### config.mk
export PLATFORM = sky130hd
export DESIGN_NAME = data_mem_ctrl
export DESIGN_NICKNAME = d
export VERILOG_FILES = /design/src/rtl/data_mem_ctrl.sv
export SDC_FILE = /design/constraint.sdc
export NUM_CORES = 1
export LEC_CHECK = 0
export ABC_AREA = 1
export CAP_MARGIN = 10
export CORE_MARGIN = 4
export CORE_UTILIZATION = 40
export CTS_CLUSTER_SIZE = 20
export DETAILED_ROUTE_END_ITERATION = 7
export DONT_BUFFER_PORTS = 1
export GPL_TIMING_DRIVEN = 0
export SKIP_LAST_GASP = 1
export SYNTH_ARGS = -nofsm -noshare
export SYNTH_HDL_FRONTEND = slang
export SYNTH_SLANG_ARGS = --single-unit
### constraint.sdc
create_clock -name clk -period 4.6 [get_ports clk]
set_input_delay 0.46 -clock clk [delete_from_list [all_inputs] [get_ports clk]]
set_output_delay 0.46 -clock clk [all_outputs]
set_load 0.02 [all_outputs]
### src/rtl/data_mem_ctrl.sv
`default_nettype none
// ============================================================================
// Module      : data_mem_ctrl
// Description : Two-port load/store controller in front of a word-only data
//               memory (combinational read, synchronous write). Round-robin
//               arbitration between port 0 (core LSU) and port 1 (debug/DMA),
//               byte/half/word loads with sign/zero extension, and byte/half
//               stores performed as read-modify-write. One registered response
//               per accepted request; at most one request in flight.
// Ports       : clk, rst_n          - clock, asynchronous active-low reset
//               pN_valid/ready      - request handshake, port N (0/1)
//               pN_addr/wdata/we    - byte address, store data, 1=store
//               pN_size/unsigned    - 00 byte, 01 half, 10 word; load extension
//               rsp_valid/id/rdata/err - one-cycle registered response
//               mem_a/wd/we/rd      - word-aligned memory interface
// Revision    : 1.0 - initial release
// ============================================================================
module data_mem_ctrl #(
    parameter int ADDR_W    = 32,
    parameter int MEM_WORDS = 64
) (
    input  logic              clk,
    input  logic              rst_n,
    input  logic              p0_valid,
    output logic              p0_ready,
    input  logic [ADDR_W-1:0] p0_addr,
    input  logic [31:0]       p0_wdata,
    input  logic              p0_we,
    input  logic [1:0]        p0_size,
    input  logic              p0_unsigned,
    input  logic              p1_valid,
    output logic              p1_ready,
    input  logic [ADDR_W-1:0] p1_addr,
    input  logic [31:0]       p1_wdata,
    input  logic              p1_we,
    input  logic [1:0]        p1_size,
    input  logic              p1_unsigned,
    output logic              rsp_valid,
    output logic              rsp_id,
    output logic [31:0]       rsp_rdata,
    output logic              rsp_err,
    output logic [ADDR_W-1:0] mem_a,
    output logic [31:0]       mem_wd,
    output logic              mem_we,
    input  logic [31:0]       mem_rd
);

    localparam logic [1:0] c_IDLE   = 2'd0;
    localparam logic [1:0] c_ACCESS = 2'd1;
    localparam logic [1:0] c_MERGE  = 2'd2;
    localparam logic [1:0] c_RESP   = 2'd3;

    localparam logic [1:0] c_SZ_BYTE = 2'b00;
    localparam logic [1:0] c_SZ_HALF = 2'b01;
    localparam logic [1:0] c_SZ_WORD = 2'b10;

    // One bit wider than the address so the limit itself is representable.
    localparam logic [ADDR_W:0] c_LIMIT = (ADDR_W+1)'(MEM_WORDS) << 2;

    logic [1:0]        r_state;
    logic [1:0]        w_next_state;

    logic              r_last_grant;
    logic              r_id;
    logic [ADDR_W-1:0] r_addr;
    logic [31:0]       r_wdata;
    logic              r_we;
    logic [1:0]        r_size;
    logic              r_uns;
    logic [31:0]       r_rdq;

    logic              w_idle;
    logic              w_gnt0;
    logic              w_gnt1;
    logic              w_accept;
    logic              w_misalign;
    logic              w_err;
    logic [7:0]        w_byte;
    logic [15:0]       w_half;
    logic [31:0]       w_load;
    logic [31:0]       w_merged;

    // ------------------------------------------------------------------
    // Arbitration: a sole requester wins; on contention the port that did
    // not win last time is granted.
    // ------------------------------------------------------------------
    assign w_idle   = (r_state == c_IDLE);
    assign w_gnt0   = p0_valid & (~p1_valid | r_last_grant);
    assign w_gnt1   = p1_valid & ~w_gnt0;
    assign w_accept = w_idle & (p0_valid | p1_valid);

    // Ready is combinational; gating with rst_n keeps it low while reset is held.
    assign p0_ready = rst_n & w_idle & w_gnt0;
    assign p1_ready = rst_n & w_idle & w_gnt1;

    assign mem_a = {r_addr[ADDR_W-1:2], 2'b00};

    // ------------------------------------------------------------------
    // Error decode on the latched request.
    // ------------------------------------------------------------------
    always_comb begin
        w_misalign = 1'b0;
        case (r_size)
            c_SZ_BYTE: w_misalign = 1'b0;
            c_SZ_HALF: w_misalign = r_addr[0];
            c_SZ_WORD: w_misalign = (r_addr[1:0] != 2'b00);
            default:   w_misalign = 1'b1;  // size 11 is illegal
        endcase
    end

    assign w_err = w_misalign | ({1'b0, r_addr} >= c_LIMIT);

    // ------------------------------------------------------------------
    // Load lane extraction and extension, taken from the word being read
    // in ACCESS so the response can be registered on the same edge.
    // ------------------------------------------------------------------
    always_comb begin
        w_byte = 8'h00;
        case (r_addr[1:0])
            2'd0:    w_byte = mem_rd[7:0];
            2'd1:    w_byte = mem_rd[15:8];
            2'd2:    w_byte = mem_rd[23:16];
            default: w_byte = mem_rd[31:24];
        endcase
        w_half = r_addr[1] ? mem_rd[31:16] : mem_rd[15:0];

        w_load = mem_rd;
        case (r_size)
            c_SZ_BYTE: w_load = r_uns ? {24'h000000, w_byte} : {{24{w_byte[7]}}, w_byte};
            c_SZ_HALF: w_load = r_uns ? {16'h0000, w_half}   : {{16{w_half[15]}}, w_half};
            default:   w_load = mem_rd;
        endcase
    end

    // ------------------------------------------------------------------
    // Sub-word store merge into the word captured during ACCESS
    // (little-endian lanes).
    // ------------------------------------------------------------------
    always_comb begin
        w_merged = r_rdq;
        if (r_size == c_SZ_BYTE) begin
            case (r_addr[1:0])
                2'd0:    w_merged[7:0]   = r_wdata[7:0];
                2'd1:    w_merged[15:8]  = r_wdata[7:0];
                2'd2:    w_merged[23:16] = r_wdata[7:0];
                default: w_merged[31:24] = r_wdata[7:0];
            endcase
        end else begin
            if (r_addr[1]) begin
                w_merged[31:16] = r_wdata[15:0];
            end else begin
                w_merged[15:0]  = r_wdata[15:0];
            end
        end
    end

    // ------------------------------------------------------------------
    // FSM state register
    // ------------------------------------------------------------------
    always_ff @(posedge clk or negedge rst_n) begin
        if (!rst_n) begin
            r_state <= c_IDLE;
        end else begin
            r_state <= w_next_state;
        end
    end

    // ------------------------------------------------------------------
    // FSM next state and memory-side outputs. mem_we is only raised in
    // ACCESS (error-free word store) or MERGE; because it is decoded from
    // the state, an asynchronous reset drops it immediately.
    // ------------------------------------------------------------------
    always_comb begin
        w_next_state = r_state;
        mem_we       = 1'b0;
        mem_wd       = 32'h0;
        case (r_state)
            c_IDLE: begin
                if (w_accept) begin
                    w_next_state = c_ACCESS;
                end
            end
            c_ACCESS: begin
                if (w_err || !r_we) begin
                    w_next_state = c_RESP;
                end else if (r_size == c_SZ_WORD) begin
                    mem_we       = 1'b1;
                    mem_wd       = r_wdata;
                    w_next_state = c_RESP;
                end else begin
                    w_next_state = c_MERGE;
                end
            end
            c_MERGE: begin
                mem_we       = 1'b1;
                mem_wd       = w_merged;
                w_next_state = c_RESP;
            end
            default: begin
                w_next_state = c_IDLE;
            end
        endcase
    end

    // ------------------------------------------------------------------
    // Request latch, read capture and registered response.
    // ------------------------------------------------------------------
    always_ff @(posedge clk or negedge rst_n) begin
        if (!rst_n) begin
            r_last_grant <= 1'b1;  // port 0 wins the first contention
            r_id         <= 1'b0;
            r_addr       <= '0;
            r_wdata      <= 32'h0;
            r_we         <= 1'b0;
            r_size       <= 2'b00;
            r_uns        <= 1'b0;
            r_rdq        <= 32'h0;
            rsp_valid    <= 1'b0;
            rsp_id       <= 1'b0;
            rsp_rdata    <= 32'h0;
            rsp_err      <= 1'b0;
        end else begin
            rsp_valid <= (w_next_state == c_RESP);

            if (w_accept) begin
                r_last_grant <= w_gnt1;
                r_id         <= w_gnt1;
                r_addr       <= w_gnt1 ? p1_addr     : p0_addr;
                r_wdata      <= w_gnt1 ? p1_wdata    : p0_wdata;
                r_we         <= w_gnt1 ? p1_we       : p0_we;
                r_size       <= w_gnt1 ? p1_size     : p0_size;
                r_uns        <= w_gnt1 ? p1_unsigned : p0_unsigned;
            end

            if (r_state == c_ACCESS) begin
                r_rdq <= mem_rd;
                if (w_next_state == c_RESP) begin
                    rsp_id    <= r_id;
                    rsp_err   <= w_err;
                    rsp_rdata <= (w_err || r_we) ? 32'h0 : w_load;
                end
            end

            if (r_state == c_MERGE) begin
                rsp_id    <= r_id;
                rsp_err   <= 1'b0;
                rsp_rdata <= 32'h0;
            end
        end
    end

endmodule
`default_nettype wire

== Yosys cells after proc, flatten, opt, wreduce, memory -nomap -nowiden ==
Index checks and enable logic that the tools add are counted.
Cells by class
  magnitude comparators: 1
  equality and inequality tests: 7
  muxes and demuxes: 38
  bitwise gates (word level): 11
  reduce and logical (&&, ||, !) cells: 11
Operators with widths (number)
  32-bit 2-to-1 mux: 11
  32-bit case mux with 2 select lines: 2
  16-bit 2-to-1 mux: 3
  32-bit by 9-bit greater-or-equal comparator with 1-bit output (second input constant): 1
  8-bit 2-to-1 mux: 4
  8-bit case mux with 3 select lines: 1
  1-bit 2-to-1 mux: 12
  2-bit == test (second input constant): 4
  1-bit bitwise AND: 6
  2-bit by 1-bit == test with 1-bit output (second input constant): 3
  2-bit logical NOT: 3
  2-bit case mux with 3 select lines: 1
  2-bit nonzero test: 3
  2-bit 2-to-1 mux: 2
  1-bit OR: 3
  1-bit case mux with 3 select lines: 1
  3-bit OR reduction: 1
  1-bit logical OR: 2
  1-bit NOT: 2
  1-bit case mux with 2 select lines: 1
  2-bit AND reduction: 1
  1-bit logical NOT: 1
Storage, ports and cells
  flip-flop bits (word level): 139
  input bits: 172

== Longest topological paths before layout ==
  depth after elaboration: 10
  gate-level depth with buffers: 14
  depth with buffers taken out: 12

== Worst setup path after synthesis ==
OpenSTA, ideal clock, no wires.
  kind: flip-flop to output port
  start point: reg r_addr[0]
  end point: out mem_wd[23]
  data arrival time: 1799 ps
  required time: 4140 ps
  slack: 2341 ps
  stages on the path, launching flop included: 12
  cells stage by stage: dfrtp_1 buf_6 nor2_4 inv_2 nand2_1 nand2_1 nor2_2 nand3_2 nor3_4 buf_6 nand2_2 a21oi_1
Between the ends
  cells in the longest elaborated chain, start to end: 6
  elaborated cells between the ends (all ways): 10
  those cells by class: 1 x order compare; 1 x eq/ne; 5 x mux; 1 x bitwise; 2 x reduce/logical
Ends and longest elaborated chain
  from (decl): line 65  | logic [ADDR_W-1:0] r_addr;
  from (signal assigned): line 228  | r_addr <= w_gnt1 ? p1_addr : p0_addr;
  parallel branches: the longest is 5 deep, another holds 32-bit by 9-bit greater-or-equal comparator with 1-bit output
  32-bit case mux with 2 select lines *: line 177  | case (r_state)
  to (decl): line 43  | output logic [31:0] mem_wd,
Mark *: on every way between the ends.

== Final worst setup path ==
  start point: reg r_state[0]
  end point: out mem_wd[31]
Between the ends
  cells in the longest elaborated chain, start to end: 2
  elaborated cells between the ends (all ways): 3
  those cells by class: 2 x eq/ne; 1 x mux
Ends and longest elaborated chain
  from (decl): line 60  | logic [1:0] r_state;
  from (signal assigned): line 162  | r_state <= c_IDLE;
  from (signal assigned): line 164  | r_state <= w_next_state;
  2-bit == test / 2-bit by 1-bit == test with 1-bit output (equally long branches): line 177
  32-bit case mux with 2 select lines *: line 177
Every way passes the cells marked *; elsewhere a longest branch is shown, timed or not.

==> key figures <==
Timing
  • Final Hold Fails: 2
  • Setup-failing EPs final: 0
  • Clk_skew: 8.50 ps
  • Max Clk Rate: 0.292 GHz
  • Final Cycle Share: 0.745
  • Post-route minimum period: 3430 ps
  • Setup TNS: 0 ps
  • Slew margin rel.: 0.466
  • Unrepaired setup endpoints after global routing: no
  • Slew Viols, Final: 0
  • Hold Slack: -7.26 ps
  • Worst-margin pin slew: 800 ps

Detailed routing
  • Drt total wl: 32600 um
  • Final ANT Viol Nets: 0
  • Vias: 8550
  • Routed len/inst: 20.9 um
  • Drt first-iter violations: 734
  • Drt first pass iters: 5
  • DRC viols: 0
  • Vias/cell: 5.50

Clocking
  • CTS sink cnt: 139
  • Clk_lat worst skew: 430 ps
  • Total CTS buffers: 17
  • Post-CTS Setup Bufs: 0
  • Clock transition at the registers of the reported paths: 70 ps
  • CTS tree: built
  • Clk root buf: clkbuf_16
  • H-tree levels: 4
  • Deepest clock path buffer count: 2

Setup path
  • Startpoint types: register
  • Setup CP Type: reg2out
  • Buf/Inv on CP: 3
  • RR Endpoint: r_addr[25]
  • Worst path depth: 6
  • Largest stage delay on the critical path: 590 ps
  • Slowest cell on crit path: a21oi_1
  • Setup crit end kind: output pin
  • Reg2reg setup slack: 2230 ps
  • CP max FO: 10
  • Worst path required time: 4140 ps
  • Reg2reg start: r_state[0]
  • CP arrival: 2970 ps
  • Kind of cell adding the most delay to the critical path: buffers and inverters
  • Most frequent CP cell: clkbuf_1
  • Critical path, cell by cell: inv_1 > ha_1 > clkbuf_1 > clkbuf_1 > o21ai_0 > a21oi_1
  • R2R depth: 9

Global route
  • Initial antenna violation count: 0
  • Overall routing resource usage: 0.262
  • Congestion Overflow GR: 0
  • Largest net degree at the start of global routing: 140
  • Global-route wire length before repair: 48900 um
  • Vias in the first global route: 8457

Layout
  • Fin nets: 1443
  • Area delta synth->final: 10.8%
  • Storage cell area: 3480 um2
  • Fraction of layout instances using a drive strength above 1: 0.0938
  • Commonest non-fill, non-tap cell in the layout: nand2_1
  • Post-Layout Cell Count: 1555
  • Post-route cell area: 9710 um2
  • Most frequent cells in the layout: nand2_1, o21ai_0, inv_1, dfrtp_1, nor2_1
  • Multi-input gate area: 4090 um2
  • Fill count: 2236
  • Diodes inserted: 0

Yosys
  • Top-area cell type share of the netlist area: 0.394
  • Cells after Synth: 1246
  • YS warnings: 0
  • Area of the mapped netlist: 8760 um2
  • Avg Inst Size Synth: 7.03 um2
  • Area contributors post-synth: dfrtp_1, o21ai_0, nand2_1, a21oi_1, inv_1
  • Number of synthesized register bits: 139
  • Leading area contributor after synthesis: dfrtp_1
  • Sequential-to-total area share from yosys stat: 0.397
  • Netlist cell types: 38

Floorplan
  • Die X: 156 um
  • # rows: 53
  • Core area: 21300 um2
  • Die H: 156 um
  • Initial core utilization: 0.412
  • Top Ports: 274
  • Full die area: 24300 um2

Placement
  • Hpwl dp: 25300 um
  • Placed Area: 9110 um2
  • Placed Cells: 1522
  • Final Wtd Congestion: 0.952
  • PortBufs: 0

Run
  • MaxCap Viol Count: 0

Run status
  • Status: complete, but fails checks
  • Failing checks: hold timing

Power
  • Power Dens Cells: 764 nW/um2
  • Pwr Total: 7.42 mW
  • Leakage: 4.54 nW
  • Peak supply drop: 0.270 mV

Hold path
  • Class of the worst hold path: in2async
[worst reg2reg max path, cell delays in order, from the launching register on]
cell      delay, ps
dfrtp_1         410
inv_1           100
ha_1            250
inv_1            90
nor2_1          190
buf_2           270
clkbuf_1        550
o21ai_0         180
a21oi_1         170
nor2_1           50
[worst max path at each step]
stage,from,end
finish,r_state[0],mem_wd[31]
global route,r_state[0],mem_wd[31]
CTS,r_state[0],mem_wd[31]
detailed placement,r_state[0],mem_wd[31]
global placement,r_state[0],mem_wd[31]
floorplan,r_addr[0],mem_wd[23]
[cells in the mapped netlist, drive strengths merged]
master and instances:
inv 148, nor2 133, nand3 46, nand2 250, a22oi 5, nand4 1
or2 1, dfstp 1, nor3b 8, clkinv 1, o211ai 57, o221ai 4
o21ai 198, o2111a 1, nor3 2, conb 1, dfrtp 138, clkbuf 61
buf 55, ha 4, a21oi 125, a31oi 3, and2 3
[stage by stage]
step                      setup slack (ps)   util
after CTS                             1190  0.456
after detailed placement              1670  0.428
after global routing                   974  0.456
after floorplan                       2340      -
final                                 1170  0.456
after global placement                1690  0.428
[kinds of logic after synthesis]
family	share of synthesized area
adder cells (fa/ha/maj)	0.00571
other	0.000428
AND/OR/NAND/NOR	0.214
flip-flops	0.397
buffers and inverters	0.136
AO/OA/AOI/OAI	0.246
[timing repair]
| action | in CTS | in global routing |
|---|---|---|
| gates resized for setup | 0 | 0 |
| hold buffers | 1 | 0 |
| endpoints found under the hold margin | 139 | 0 |
[final cells by class]
type                    count  share of cell area
well taps                 275              0.0354
multi-input cells         843               0.421
clock buffers              18              0.0452
flip-flops and latches    139               0.358
repair buffers              1             0.00283
inverters                 149              0.0576
clock inverters            14              0.0139
plain buffers             116              0.0656
[sequential cells by signal (all words and copies together), names as in the netlist]
register and count:
r_we 1, r_last_grant 1, r_id 1, r_state 2, r_rdq 32, rsp_valid 1, rsp_id 1, r_uns 1
r_addr 32, r_size 2, r_wdata 32, rsp_rdata 32, rsp_err 1
[power breakdown]
part	internal [mW]	switching (mW)	leakage [nW]
registers	1.71	0.349	1.72
logic	1.18	2.82	2.55
clock network	0.768	0.593	0.270
total	3.66	3.76	4.54
[metal layers]
layer,vias to the layer above,routed length [um],share of wire,track usage
met2,346,15400,0.47,0.428
met4,0,595,0.018,0.0675
li1,4090,-,-,-
met3,41,2770,0.085,0.0727
met5,-,0,0,0
met1,4073,13800,0.42,0.344
Power figures use the tool's default switching activity.
